[src/rtl/game_pkg.sv]
// Shared encodings for the ball-and-paddle match controller.
package game_pkg;

    typedef enum logic [2:0] {
        IDLE  = 3'd0,
        SERVE = 3'd1,
        PLAY  = 3'd2,
        POINT = 3'd3,
        OVER  = 3'd4
    } state_t;

    localparam logic [1:0] MODE_AI0 = 2'b00;
    localparam logic [1:0] MODE_AI1 = 2'b01;
    localparam logic [1:0] MODE_AI2 = 2'b10;
    localparam logic [1:0] MODE_PVP = 2'b11;

    localparam logic [1:0] WIN_NONE  = 2'b00;
    localparam logic [1:0] WIN_LEFT  = 2'b01;
    localparam logic [1:0] WIN_RIGHT = 2'b10;

    localparam int unsigned CNT_W = 8;

    function automatic logic [3:0] sat_inc4(input logic [3:0] v);
        return (v == 4'hF) ? v : v + 4'd1;
    endfunction

endpackage

[src/rtl/frame_delay.sv]
// Tick-qualified delay counter; o_done flags the tick that reaches i_target.
module frame_delay
    import game_pkg::*;
(
    input  logic             clk,
    input  logic             rst,
    input  logic             i_clr,
    input  logic             i_tick,
    input  logic [CNT_W-1:0] i_target,
    output logic             o_done
);

    logic [CNT_W-1:0] r_count;
    logic [CNT_W-1:0] w_count_next;

    assign w_count_next = r_count + CNT_W'(1);
    assign o_done       = i_tick && (w_count_next == i_target);

    always_ff @(posedge clk or posedge rst) begin
        if (rst) begin
            r_count <= '0;
        end else if (i_clr) begin
            r_count <= '0;
        end else if (i_tick) begin
            r_count <= w_count_next;
        end
    end

endmodule

[src/rtl/game_sequencer.sv]
// Match controller: sequences idle/serve/play/point/over, keeps scores and
// drives the enable, turn and difficulty controls of the game datapath.
module game_sequencer
    import game_pkg::*;
#(
    parameter int unsigned SERVE_DELAY = 60,
    parameter int unsigned POINT_HOLD  = 90,
    parameter int unsigned WIN_SCORE   = 7,
    parameter int unsigned HARD_HITS   = 8
) (
    input  logic       clk,
    input  logic       rst,
    input  logic       tick,
    input  logic       start_btn,
    input  logic [1:0] mode,
    input  logic       hit,
    input  logic       miss_l,
    input  logic       miss_r,
    output logic       start_state,
    output logic       ball_en,
    output logic       ai_en,
    output logic       turn,
    output logic       hard_mode,
    output logic [3:0] score_l,
    output logic [3:0] score_r,
    output logic [1:0] winner,
    output logic [2:0] state_o
);

    state_t           r_state;
    logic             r_start_prev;
    logic             r_serve_dir;
    logic [4:0]       r_rally;
    logic             r_start_state;
    logic             r_ball_en;
    logic             r_ai_en;
    logic             r_turn;
    logic             r_hard_mode;
    logic [3:0]       r_score_l;
    logic [3:0]       r_score_r;
    logic [1:0]       r_winner;

    logic             w_start_edge;
    logic             w_timing;
    logic             w_done;
    logic             w_clr;
    logic [CNT_W-1:0] w_target;
    logic [4:0]       w_rally_next;
    logic             w_ai_mode;

    assign w_start_edge = start_btn & ~r_start_prev;
    assign w_ai_mode    = (mode != MODE_PVP);
    assign w_rally_next = (hit && r_rally != 5'd31) ? r_rally + 5'd1 : r_rally;

    // One counter serves both timed phases; clearing on done also covers POINT->SERVE.
    assign w_timing = (r_state == SERVE) || (r_state == POINT);
    assign w_clr    = !w_timing || w_done;
    assign w_target = (r_state == SERVE) ? CNT_W'(SERVE_DELAY) : CNT_W'(POINT_HOLD);

    frame_delay u_delay (
        .clk      (clk),
        .rst      (rst),
        .i_clr    (w_clr),
        .i_tick   (tick),
        .i_target (w_target),
        .o_done   (w_done)
    );

    always_ff @(posedge clk or posedge rst) begin
        if (rst) begin
            r_state       <= IDLE;
            r_start_prev  <= 1'b0;
            r_serve_dir   <= 1'b1;
            r_rally       <= '0;
            r_start_state <= 1'b1;
            r_ball_en     <= 1'b0;
            r_ai_en       <= 1'b0;
            r_turn        <= 1'b0;
            r_hard_mode   <= 1'b0;
            r_score_l     <= '0;
            r_score_r     <= '0;
            r_winner      <= WIN_NONE;
        end else begin
            r_start_prev <= start_btn;
            case (r_state)
                IDLE, OVER: begin
                    r_start_state <= 1'b1;
                    r_ball_en     <= 1'b0;
                    r_ai_en       <= 1'b0;
                    if (w_start_edge) begin
                        r_state     <= SERVE;
                        r_score_l   <= '0;
                        r_score_r   <= '0;
                        r_winner    <= WIN_NONE;
                        r_rally     <= '0;
                        r_serve_dir <= 1'b1;
                        r_turn      <= 1'b1;
                        r_hard_mode <= 1'b0;
                    end
                end
                SERVE: begin
                    r_turn      <= r_serve_dir;
                    r_rally     <= '0;
                    r_hard_mode <= 1'b0;
                    if (w_done) begin
                        r_state       <= PLAY;
                        r_start_state <= 1'b0;
                        r_ball_en     <= 1'b1;
                        r_ai_en       <= w_ai_mode;
                    end else begin
                        r_start_state <= 1'b1;
                        r_ball_en     <= 1'b0;
                        r_ai_en       <= 1'b0;
                    end
                end
                PLAY: begin
                    r_start_state <= 1'b0;
                    // A miss ends the rally before any same-cycle hit is counted.
                    if (miss_l || miss_r) begin
                        r_state   <= POINT;
                        r_ball_en <= 1'b0;
                        r_ai_en   <= 1'b0;
                        if (miss_l && !miss_r) begin
                            r_score_r   <= sat_inc4(r_score_r);
                            r_serve_dir <= 1'b0;
                        end else if (miss_r && !miss_l) begin
                            r_score_l   <= sat_inc4(r_score_l);
                            r_serve_dir <= 1'b1;
                        end
                    end else begin
                        r_ball_en   <= 1'b1;
                        r_ai_en     <= w_ai_mode;
                        r_rally     <= w_rally_next;
                        r_hard_mode <= (w_rally_next >= 5'(HARD_HITS)) && w_ai_mode;
                        if (hit) begin
                            r_turn <= ~r_turn;
                        end
                    end
                end
                POINT: begin
                    r_ball_en <= 1'b0;
                    r_ai_en   <= 1'b0;
                    if (w_done) begin
                        r_start_state <= 1'b1;
                        if (r_score_l == 4'(WIN_SCORE)) begin
                            r_winner <= WIN_LEFT;
                            r_state  <= OVER;
                        end else if (r_score_r == 4'(WIN_SCORE)) begin
                            r_winner <= WIN_RIGHT;
                            r_state  <= OVER;
                        end else begin
                            r_state     <= SERVE;
                            r_turn      <= r_serve_dir;
                            r_rally     <= '0;
                            r_hard_mode <= 1'b0;
                        end
                    end else begin
                        r_start_state <= 1'b0;
                    end
                end
                default: begin
                    r_state <= IDLE;
                end
            endcase
        end
    end

    assign start_state = r_start_state;
    assign ball_en     = r_ball_en;
    assign ai_en       = r_ai_en;
    assign turn        = r_turn;
    assign hard_mode   = r_hard_mode;
    assign score_l     = r_score_l;
    assign score_r     = r_score_r;
    assign winner      = r_winner;
    assign state_o     = r_state;

endmodule

[config.mk]
export PLATFORM = sky130hd
export DESIGN_NAME = game_sequencer
export DESIGN_NICKNAME = d
export VERILOG_FILES = /design/src/rtl/game_pkg.sv /design/src/rtl/frame_delay.sv /design/src/rtl/game_sequencer.sv
export SDC_FILE = /design/constraint.sdc
export NUM_CORES = 1
export LEC_CHECK = 0
export ABC_AREA = 0
export BUFFER_PORTS_ARGS = -buffer_cell sky130_fd_sc_hd__clkbuf_2
export CORE_UTILIZATION = 59
export CTS_BUF_LIST = sky130_fd_sc_hd__clkbuf_2
export CTS_CLUSTER_SIZE = 20
export DETAILED_ROUTE_END_ITERATION = 7
export PLACE_DENSITY_LB_ADDON = 0.15
export SLEW_MARGIN = 40
export SYNTH_ARGS = -nofsm -noshare
export SYNTH_HDL_FRONTEND = slang
export SYNTH_SLANG_ARGS = --single-unit
export TNS_END_PERCENT = 20
[constraint.sdc]
create_clock -name clk -period 3.1 [get_ports clk]
set_input_delay 0.155 -clock clk [delete_from_list [all_inputs] [get_ports clk]]
set_output_delay 0.155 -clock clk [all_outputs]
set_load 0.01 [all_outputs]
==> run_results.csv, run 1 <==
group,metric,value,unit
worst_hold_path,worstHoldEndpoint,"r_serve_dir",
cts,cts_max_path_buffers,2,
finish,area_growth,11.78,%
placement,dp_hpwl,3.152,mm
run,maxCapViolCount,0,
setup_path,r2r_slack,0.43,ns
cts,cts_made_buffers,5,
run_status,status,"completed",
worst_hold_path,whs_path_depth,3,
finish,drive_gt1_share,19.01,%
cts,clkSinkCount,33,
worst_hold_path,min_from,"miss_l",
synthesis,syn_inst,231,
floorplanning,initial_core_util,64.33,%
sta,worst_slew_pin_slew,0.5020,ns
routing,routed_wl,4.226,mm
routing,wl_per_cell,13.77,um
synthesis,synthDistinctLibCells,50,
floorplanning,die_area,0.003676,mm2
setup_path,r2r_cells,8,
cts,post-cts-setup-buffers,0,
cts,cts_tree,"done",
synthesis,ys_warn_count,0,
sta,finalSetupViolCount,0,
pwr,power.density,495.5,mW/mm2
floorplanning,rows,20,
cts,clk_latency,0.38,ns
sta,slew_headroom,66.18,%
setup_path,worstPathCellList,"ha_1, nand2_1, or4_4, a21oi_2, a211oi_2, nor2_2, o21a_1, mux2_2",
sta,layout_min_cycle_time,2.669,ns
grt,gr-usage-all-layers,25.76,%
cts,path_clk_slew,0.17,ns
sta,hold_viol_final,0,
floorplanning,io-pin-count,27,
sta,fin_skew,0.02664,ns
synthesis,ys_async_sr_fraction,100.0,%
cts,cts.htree.levels,2,
placement,place.detailed.instances,297,
setup_path,crit_path_top_delay_cell,"dfrtp_1",
routing,route.vias.total,1794,
worst_hold_path,min_path_type,"primary input to register",
pwr,power.total,0.001123,W
grt,grt_pass1_vias,1587,
grt,grt_overflow,0,
synthesis,synth_edf_count,0,
grt,grt_pass1_wl,7.003,mm
setup_path,crit_fanout,11,
floorplanning,die_h,60.63,um
setup_path,worst-path-buf-inv,0,
sta,fin_hold_ws,0.1243,ns
setup_path,cp.arrival,2.96,ns
sta,rsz0062_at_grt,"false",
routing,drtIter0Drc,92,
synthesis,avgSynthCellArea,8.780,um2
setup_path,critPathMaxStageDelay,0.49,ns
setup_path,crit_family,"simple AND/OR/NAND/NOR gates",
routing,postRouteAntennaNets,0,
setup_path,worstSetupPathType,"register to register",
routing,drc,0,
finish,finalNonFillerCells,307,
sta,setup-tns-final,0,ns
sta,fmax,374.7,MHz
synthesis,syn_nets,248,
pwr,ir_worst_vdd,0.0004844,V
setup_path,timing.rr.start,"u_delay.r_count[0]",
setup_path,cp-start-kind,"register",
finish,nets,279,
pwr,p_leak,1.084,nW
floorplanning,core_area,0.003153,mm2
cts,root_buffer,"clkbuf_2",
placement,gp_congestion,0.8745,
floorplanning,die_x,60.63,um
synthesis,synth_ff_type,"dfrtp_1",
synthesis,ys_seq_elements,33,
synthesis,netlist_area,0.002028,mm2
routing,routed_via_density,5.844,
grt,antenna_found_initial,0,
finish,final_cell_mix,"clkbuf_2, dfrtp_1, nor2_1",
routing,drtPass1Iterations,4,
placement,numPortBuffers,26,
setup_path,rr_endpoint,"hard_mode",
sta,maxSlewViolCount,0,
setup_path,cp.required,3.39,ns
finish,final_common_cell,"clkbuf_2",
setup_path,end_kind,"register",
synthesis,synth_seq_area_share,40.84,%
sta,post-route-period-util,86.10,%
finish,fillCellCount,263,
grt,grt_max_degree,34,
finish,diodes,0,
## worst max-delay path by stage
stage	from	endpoint	slack, ns	cells after the start
detailed placement	u_delay.r_count[0]	hard_mode	0.46	8
global route	u_delay.r_count[0]	start_state	0.23	8
CTS	u_delay.r_count[0]	hard_mode	0.42	8
floorplan	state_o[2]	start_state	0.61	9
global placement	state_o[2]	hard_mode	0.55	7
finish	u_delay.r_count[0]	hard_mode	0.43	8
## flip-flops by register name, indices dropped and copies added (netlist names)
| signal | cells |
|---|---|
| ai_en | 1 |
| ball_en | 1 |
| hard_mode | 1 |
| r_rally | 5 |
| r_serve_dir | 1 |
| r_start_prev | 1 |
| score_l | 4 |
| score_r | 4 |
| start_state | 1 |
| state_o | 3 |
| turn | 1 |
| u_delay.r_count | 8 |
| winner | 2 |
## tightest hold or removal path: cells and delay by family
kind,cells,cell delay [ns]
buf+inv,1,0.09
compound gates,1,0.10
fa+ha+maj,1,0.17
## per-layer routing
layer | track usage [%] | part of all wire (%) | vias to the layer above
met5 | 0 | 0 | -
met4 | 10.39 | 1.6 | 0
met2 | 38.46 | 44 | 53
met1 | 37.11 | 51 | 839
met3 | 4.691 | 3.6 | 8
li1 | - | - | 894
## per-stage QoR
step                      worst slack [ns]  instance area (um2)  utilization, %
after global placement              0.5530                 2208           70.04
after CTS                           0.4238                 2267           71.90
after global routing                0.2295                 2267           71.90
after detailed placement            0.4642                 2208           70.04
after floorplan                     0.6052                 2028               -
final                               0.4309                 2267           71.90
## kinds of logic (layout without fill, tap and decap cells)
family | after synthesis | in the layout | synth area share (%)
DFF | 33 | 33 | 40.84
adders and majority gates | 8 | 8 | 4.935
muxes | 4 | 4 | 2.344
buffers and inverters | 22 | 54 | 4.503
AOI/OAI and AO/OA | 55 | 55 | 18.75
xor gates and xnor gates | 10 | 10 | 4.318
and+or+nand+nor | 99 | 99 | 24.31
## power by group
part | switching (W) | internal (W)
registers | 0.0000736 | 0.000480
clock network | 0.000143 | 0.0000604
logic | 0.000210 | 0.000156
total | 0.000427 | 0.000697
## cell usage after synthesis, types with 2 or more instances
| master | n | area [um2] |
|---|---|---|
| nand4_1 | 9 | 56.30 |
| o21ai_0 | 15 | 75.07 |
| xnor2_1 | 4 | 35.03 |
| o21ai_1 | 2 | 10.01 |
| and3_1 | 4 | 25.02 |
| a211oi_1 | 2 | 15.01 |
| nand3_1 | 6 | 30.03 |
| dfstp_2 | 2 | 52.55 |
| o211ai_1 | 4 | 30.03 |
| dfrtp_1 | 31 | 775.7 |
| a31oi_1 | 5 | 31.28 |
| nand2b_1 | 2 | 12.51 |
| a32oi_1 | 2 | 17.52 |
| nor2_1 | 29 | 108.9 |
| xor2_1 | 6 | 52.55 |
| a21oi_1 | 7 | 35.03 |
| a21o_1 | 2 | 15.01 |
| nor2b_1 | 4 | 25.02 |
| nor3_1 | 5 | 25.02 |
| or3_1 | 2 | 12.51 |
| inv_1 | 12 | 45.04 |
| or4b_2 | 2 | 20.02 |
| nand3b_1 | 3 | 22.52 |
| nand2_1 | 26 | 97.59 |
| a22o_1 | 4 | 35.03 |
| ha_1 | 8 | 100.1 |
| mux2_2 | 2 | 22.52 |
| a32o_1 | 3 | 30.03 |
| clkbuf_1 | 7 | 26.28 |
## area by class of cell
class                           instances  area [um2]  area share (%)
Multi-Input combinational cell        176        1109           48.90
Tap cell                               44       55.05           2.428
Timing Repair Buffer                   33       187.7           8.278
Sequential cell                        33       828.3           36.53
Clock buffer                            7       35.03           1.545
Clock inverter                          1       3.754          0.1656
Inverter                               13       48.80           2.152
## timing repair
action | CTS | global route
hold buffers | 2 | 0
resized for setup | 0 | 0
endpoints found under the hold margin | 32 | 0
(Power assumes the default switching activity.)
==> inputs of run 2 (changes only) <==
--- a/config.mk
+++ b/config.mk
@@ -7,12 +7,11 @@
 export LEC_CHECK = 0
 export ABC_AREA = 0
 export BUFFER_PORTS_ARGS = -buffer_cell sky130_fd_sc_hd__clkbuf_2
-export CORE_UTILIZATION = 59
+export CORE_UTILIZATION = 55
 export CTS_BUF_LIST = sky130_fd_sc_hd__clkbuf_2
 export CTS_CLUSTER_SIZE = 20
 export DETAILED_ROUTE_END_ITERATION = 7
-export PLACE_DENSITY_LB_ADDON = 0.15
-export SLEW_MARGIN = 40
+export PLACE_DENSITY = 0.82
 export SYNTH_ARGS = -nofsm -noshare
 export SYNTH_HDL_FRONTEND = slang
 export SYNTH_SLANG_ARGS = --single-unit
==> run_results.csv, run 2 (synthesis results as in run 1) <==
group,metric,value,unit
floorplanning,rows,21,
routing,postRouteAntennaNets,0,
routing,routed_wl,4.317,mm
grt,gr-usage-all-layers,24.03,%
floorplanning,core_area,0.003442,mm2
sta,finalSetupViolCount,0,
routing,drtPass1Iterations,5,
cts,cts_tree,"done",
finish,diodes,0,
finish,multi_input_area,0.001109,mm2
setup_path,timing.rr.start,"state_o[1]",
placement,dp_hpwl,3.156,mm
finish,final_cell_mix,"clkbuf_2, dfrtp_1, nor2_1",
setup_path,r2r_cells,7,
placement,pre_cts_slack,0.4079,ns
cts,cts_made_buffers,5,
routing,routed_via_density,6.026,
pwr,p_leak,1.081,nW
pwr,ir_worst_vdd,0.0002602,V
setup_path,worstPathCellList,"or3b_1, or4_4, a21oi_2, a211oi_2, nor2_2, mux2_2, o211ai_1",
sta,maxSlewViolCount,0,
cts,path_clk_slew,0.19,ns
run,maxCapViolCount,0,
finish,largest-register,"u_delay.r_count",
setup_path,cp-start-kind,"register",
finish,largest_reg_flops,8,
placement,gp_congestion,0.8866,
cts,cts_max_path_buffers,2,
floorplanning,io-pin-count,27,
grt,grt_pass1_vias,1637,
setup_path,cp.required,3.42,ns
setup_path,cp-startpoint,"state_o[1]",
floorplanning,die_x,62.73,um
sta,fin_skew,0.02355,ns
finish,fillCellCount,278,
routing,drtIter0Drc,152,
sta,fmax,362.2,MHz
grt,grt_pass1_wl,7.403,mm
run_status,status,"completed",
sta,hold_viol_final,0,
cts,clkSinkCount,33,
finish,nets,278,
finish,reg_top3,"u_delay.r_count (8), r_rally (5)",
finish,ff_latch_area,828.3,um2
cts,root_buffer,"clkbuf_2",
setup_path,r2r_slack,0.34,ns
floorplanning,die_area,0.003934,mm2
routing,wl_per_cell,14.02,um
grt,antenna_found_initial,0,
floorplanning,initial_core_util,58.92,%
sta,fin_hold_ws,0.1095,ns
setup_path,critPathMaxStageDelay,0.56,ns
setup_path,crit_path_top_delay_cell,"or4_4",
floorplanning,die_h,62.73,um
pwr,power.density,497.9,mW/mm2
worst_hold_path,whs_path_depth,3,
routing,route.vias.total,1856,
setup_path,end_kind,"register",
sta,fin_ws,0.3392,ns
finish,drive_gt1_share,19.08,%
sta,layout_min_cycle_time,2.761,ns
setup_path,cp.arrival,3.08,ns
worst_hold_path,worstHoldEndpoint,"r_serve_dir",
cts,clk_latency,0.40,ns
sta,slew_headroom,63.82,%
finish,final_common_cell,"clkbuf_2",
cts,cts.htree.levels,2,
grt,grt_max_degree,34,
placement,numPortBuffers,26,
setup_path,rr_endpoint,"start_state",
sta,post-route-period-util,89.06,%
worst_hold_path,min_from,"miss_l",
cts,post-cts-setup-buffers,0,
routing,drc,0,
worst_hold_path,min_path_type,"primary input to register",
finish,area_growth,11.60,%
setup_path,crit_fanout,11,
sta,rsz0062_at_grt,"false",
sta,worst_slew_pin_slew,0.5391,ns
sta,setup-tns-final,0,ns
setup_path,worstSetupPathType,"register to register",
grt,grt_overflow,0,
run 2: where the power goes:
part / internal [W] / total, W / switching, W
Sequential: 0.000480 / 0.000557 / 0.0000773
Combinational: 0.000152 / 0.000360 / 0.000208
Clock: 0.0000565 / 0.000210 / 0.000153
run 2: what timing repair did:
item / CTS / global route
gates resized for setup: 0 / 0
hold buffers: 2 / 0
hold endpoints to repair: 32 / 0
endpoints found under the setup margin: 0 / 0
run 2: how the worst max path moves through the flow:
stage                       end  slack, ns  depth (start not counted)
finish              start_state       0.34                          7
global route        start_state       0.16                          8
CTS                 start_state       0.36                          7
detailed placement    hard_mode       0.41                          7
global placement      hard_mode       0.44                          7
floorplan           start_state       0.61                          9
run 2: stage by stage:
stage,total power [W],area [um2],utilization [%],cells
floorplan,0.0008324,2028,-,231
global placement,0.0009049,2203,64.01,298
detailed placement,0.0009175,2203,64.01,298
CTS,0.001126,2263,65.76,308
global route,0.001211,2263,65.76,308
finish,0.001127,2263,65.76,308
run 2: cell type report:
class | instances | share of cell area, %
clock buffers | 6 | 1.327
clock inverters | 2 | 0.4422
inverters | 13 | 2.156
multi-input cells | 176 | 48.98
flip-flops and latches | 33 | 36.59
well taps | 46 | 2.543
repair buffers | 32 | 7.960
run 2: layer usage:
layer / global-route usage, % / vias up / share of wire (%)
met5: 0 / - / 0
met4: 11.34 / 0 / 1.5
met3: 3.467 / 7 / 5.5
met2: 35.19 / 73 / 44
met1: 34.83 / 876 / 49
li1: - / 900 / -
run 2: critical path: cells and delay by family, from the launching register on:
family,cells,cell delay (ns)
simple gates,3,1.45
mux,1,0.39
compound gates,3,0.42
flops,1,0.41
==> inputs of run 3 (changes only) <==
--- a/config.mk
+++ b/config.mk
@@ -7,11 +7,11 @@
 export LEC_CHECK = 0
 export ABC_AREA = 0
 export BUFFER_PORTS_ARGS = -buffer_cell sky130_fd_sc_hd__clkbuf_2
-export CORE_UTILIZATION = 55
+export CORE_UTILIZATION = 54
 export CTS_BUF_LIST = sky130_fd_sc_hd__clkbuf_2
 export CTS_CLUSTER_SIZE = 20
 export DETAILED_ROUTE_END_ITERATION = 7
-export PLACE_DENSITY = 0.82
+export PLACE_DENSITY = 0.83
 export SYNTH_ARGS = -nofsm -noshare
 export SYNTH_HDL_FRONTEND = slang
 export SYNTH_SLANG_ARGS = --single-unit
==> constraint.sdc (replaced) <==
create_clock -name clk -period 2.5 [get_ports clk]
set_input_delay 0.125 -clock clk [delete_from_list [all_inputs] [get_ports clk]]
set_output_delay 0.125 -clock clk [all_outputs]
set_load 0.01 [all_outputs]
==> run_results.csv, run 3 (synthesis results as in run 1) <==
group,metric,value,unit
run_status,status,"completed",
pwr,p_sw,0.0005491,W
cts,clk_latency,0.38,ns
sta,worst_slew_pin_slew,0.6220,ns
cts,cts_max_path_buffers,2,
placement,pre_cts_slack,0.03851,ns
pwr,clkPwrFrac,17.1,%
setup_path,end_kind,"register",
setup_path,cp-start-kind,"register",
cts,cts_tree,"done",
finish,nets,285,
sta,slew_headroom,58.49,%
routing,drc,0,
finish,largest-register,"u_delay.r_count",
pwr,p_leak,1.110,nW
sta,post-route-period-util,96.05,%
finish,area_growth,14.81,%
sta,layout_min_cycle_time,2.401,ns
worst_hold_path,min_path_type,"primary input to register",
setup_path,cp.required,2.80,ns
sta,fin_ws,0.09883,ns
floorplanning,die_x,63.29,um
floorplanning,die_h,63.29,um
cts,path_clk_slew,0.17,ns
grt,grt_pass1_vias,1675,
setup_path,cp.arrival,2.70,ns
sta,setup-tns-final,0,ns
pwr,p_seq_share,46.9,%
cts,post-cts-setup-buffers,0,
finish,reg_top3,"u_delay.r_count (8), r_rally (5)",
cts,root_buffer,"clkbuf_2",
floorplanning,core_area,0.003468,mm2
run,maxCapViolCount,0,
grt,busiest_layer,"met2",
sta,fmax,416.5,MHz
routing,route.vias.total,1834,
finish,diodes,0,
cts,cts.htree.levels,2,
pwr,netSwitchingFraction,38.28,%
cts,clkSinkCount,33,
finish,ff_latch_area,828.3,um2
placement,dp_hpwl,3.290,mm
sta,maxSlewViolCount,0,
sta,finalSetupViolCount,0,
grt,gr-usage-all-layers,24.58,%
grt,antenna_found_initial,0,
pwr,p_int,0.0008852,W
routing,routed_wl,4.331,mm
pwr,power.density,616.0,mW/mm2
finish,multi_input_area,0.001124,mm2
grt,met3_usage,5.072,%
sta,hold_viol_final,0,
floorplanning,initial_core_util,58.48,%
cts,cts_made_buffers,5,
floorplanning,die_area,0.004005,mm2
grt,grt_pass1_wl,7.679,mm
routing,postRouteAntennaNets,0,
routing,drtIter0Drc,180,
pwr,share_comb_of_total_power,36.1,%
grt,grt_use_met1,35.23,%
setup_path,crit_fanout,5,
finish,largest_reg_flops,8,
grt,grt_use_met2,35.48,%
routing,wl_per_cell,13.75,um
finish,drive_gt1_share,21.56,%
grt,grt_overflow,0,
grt,grt_max_degree,18,
pwr,ir_worst_vdd,0.0005603,V
floorplanning,io-pin-count,27,
setup_path,worstSetupPathType,"register to register",
finish,final_cell_mix,"dfrtp_1, clkbuf_2, nor2_1",
routing,drtPass1Iterations,4,
placement,gp_congestion,0.9216,
floorplanning,rows,21,
routing,routed_via_density,5.822,
sta,rsz0062_at_grt,"false",
sta,fin_skew,0.01236,ns
finish,fillCellCount,280,
placement,numPortBuffers,26,
run 3: critical path, cell delays in order (launching register included):
cell      delay [ns]
dfrtp_1         0.42
or3b_4          0.43
or4_4           0.52
a21oi_2         0.16
a211oi_2        0.09
nor2_4          0.16
buf_4           0.15
o221ai_2        0.12
mux2_4          0.29
run 3: area by class of cell:
cell class                 instances  area share, %
timing repair buffer              39          9.995
inverter                          13          2.096
clock inverter                     3         0.5373
multi-input combinational        176          48.25
tap                               46          2.472
clock buffer                       5          1.075
sequential                        33          35.57
run 3: stage by stage:
stage	cell area [um2]	utilization, %	total power (W)	hold slack [ns]	instances
global placement	2256	65.04	0.001159	0.2074	305
floorplan	2028	-	0.001032	0.1564	231
finish	2328	67.14	0.001434	0.09110	315
detailed placement	2256	65.04	0.001172	0.2185	305
global route	2328	67.14	0.001531	0.09574	315
CTS	2313	66.70	0.001417	0.08539	315
run 3: timing repair:
item                                    4_1_cts  5_1_grt
resized for setup                             0        4
endpoints found under the setup margin        0       12
endpoints found under the hold margin        16        0
hold buffers                                  2        0
run 3: power groups by stage:
stage               sequential, W  combinational [W]  clock, W
floorplan                0.000664           0.000369         0
global placement         0.000677           0.000482         0
detailed placement       0.000680           0.000492         0
CTS                      0.000669           0.000499  0.000249
global route             0.000682           0.000577  0.000272
finish                   0.000672           0.000517  0.000245
run 3: worst paths after layout:
kind / startpoint / to / slack [ns] / cells past startpoint
setup / recovery: state_o[2] / r_rally[0] / 0.1 / 8
hold / removal: miss_l / r_serve_dir / 0.09 / 3
setup reg to reg: state_o[2] / r_rally[0] / 0.1 / 8
hold reg to reg: r_serve_dir / r_serve_dir / 0.48 / 2
max in group asynchronous: rst / r_serve_dir / 1.46 / 4
min in group asynchronous: rst / u_delay.r_count[6] / 0.32 / 3
run 3: layer usage:
layer / wire, um / part of all wire [%] / up-vias
met4: 85 / 2.0 / 0
li1: - / - / 910
met2: 1900 / 44 / 55
met5: 0 / 0 / -
met1: 2142 / 49 / 858
met3: 203 / 4.7 / 11
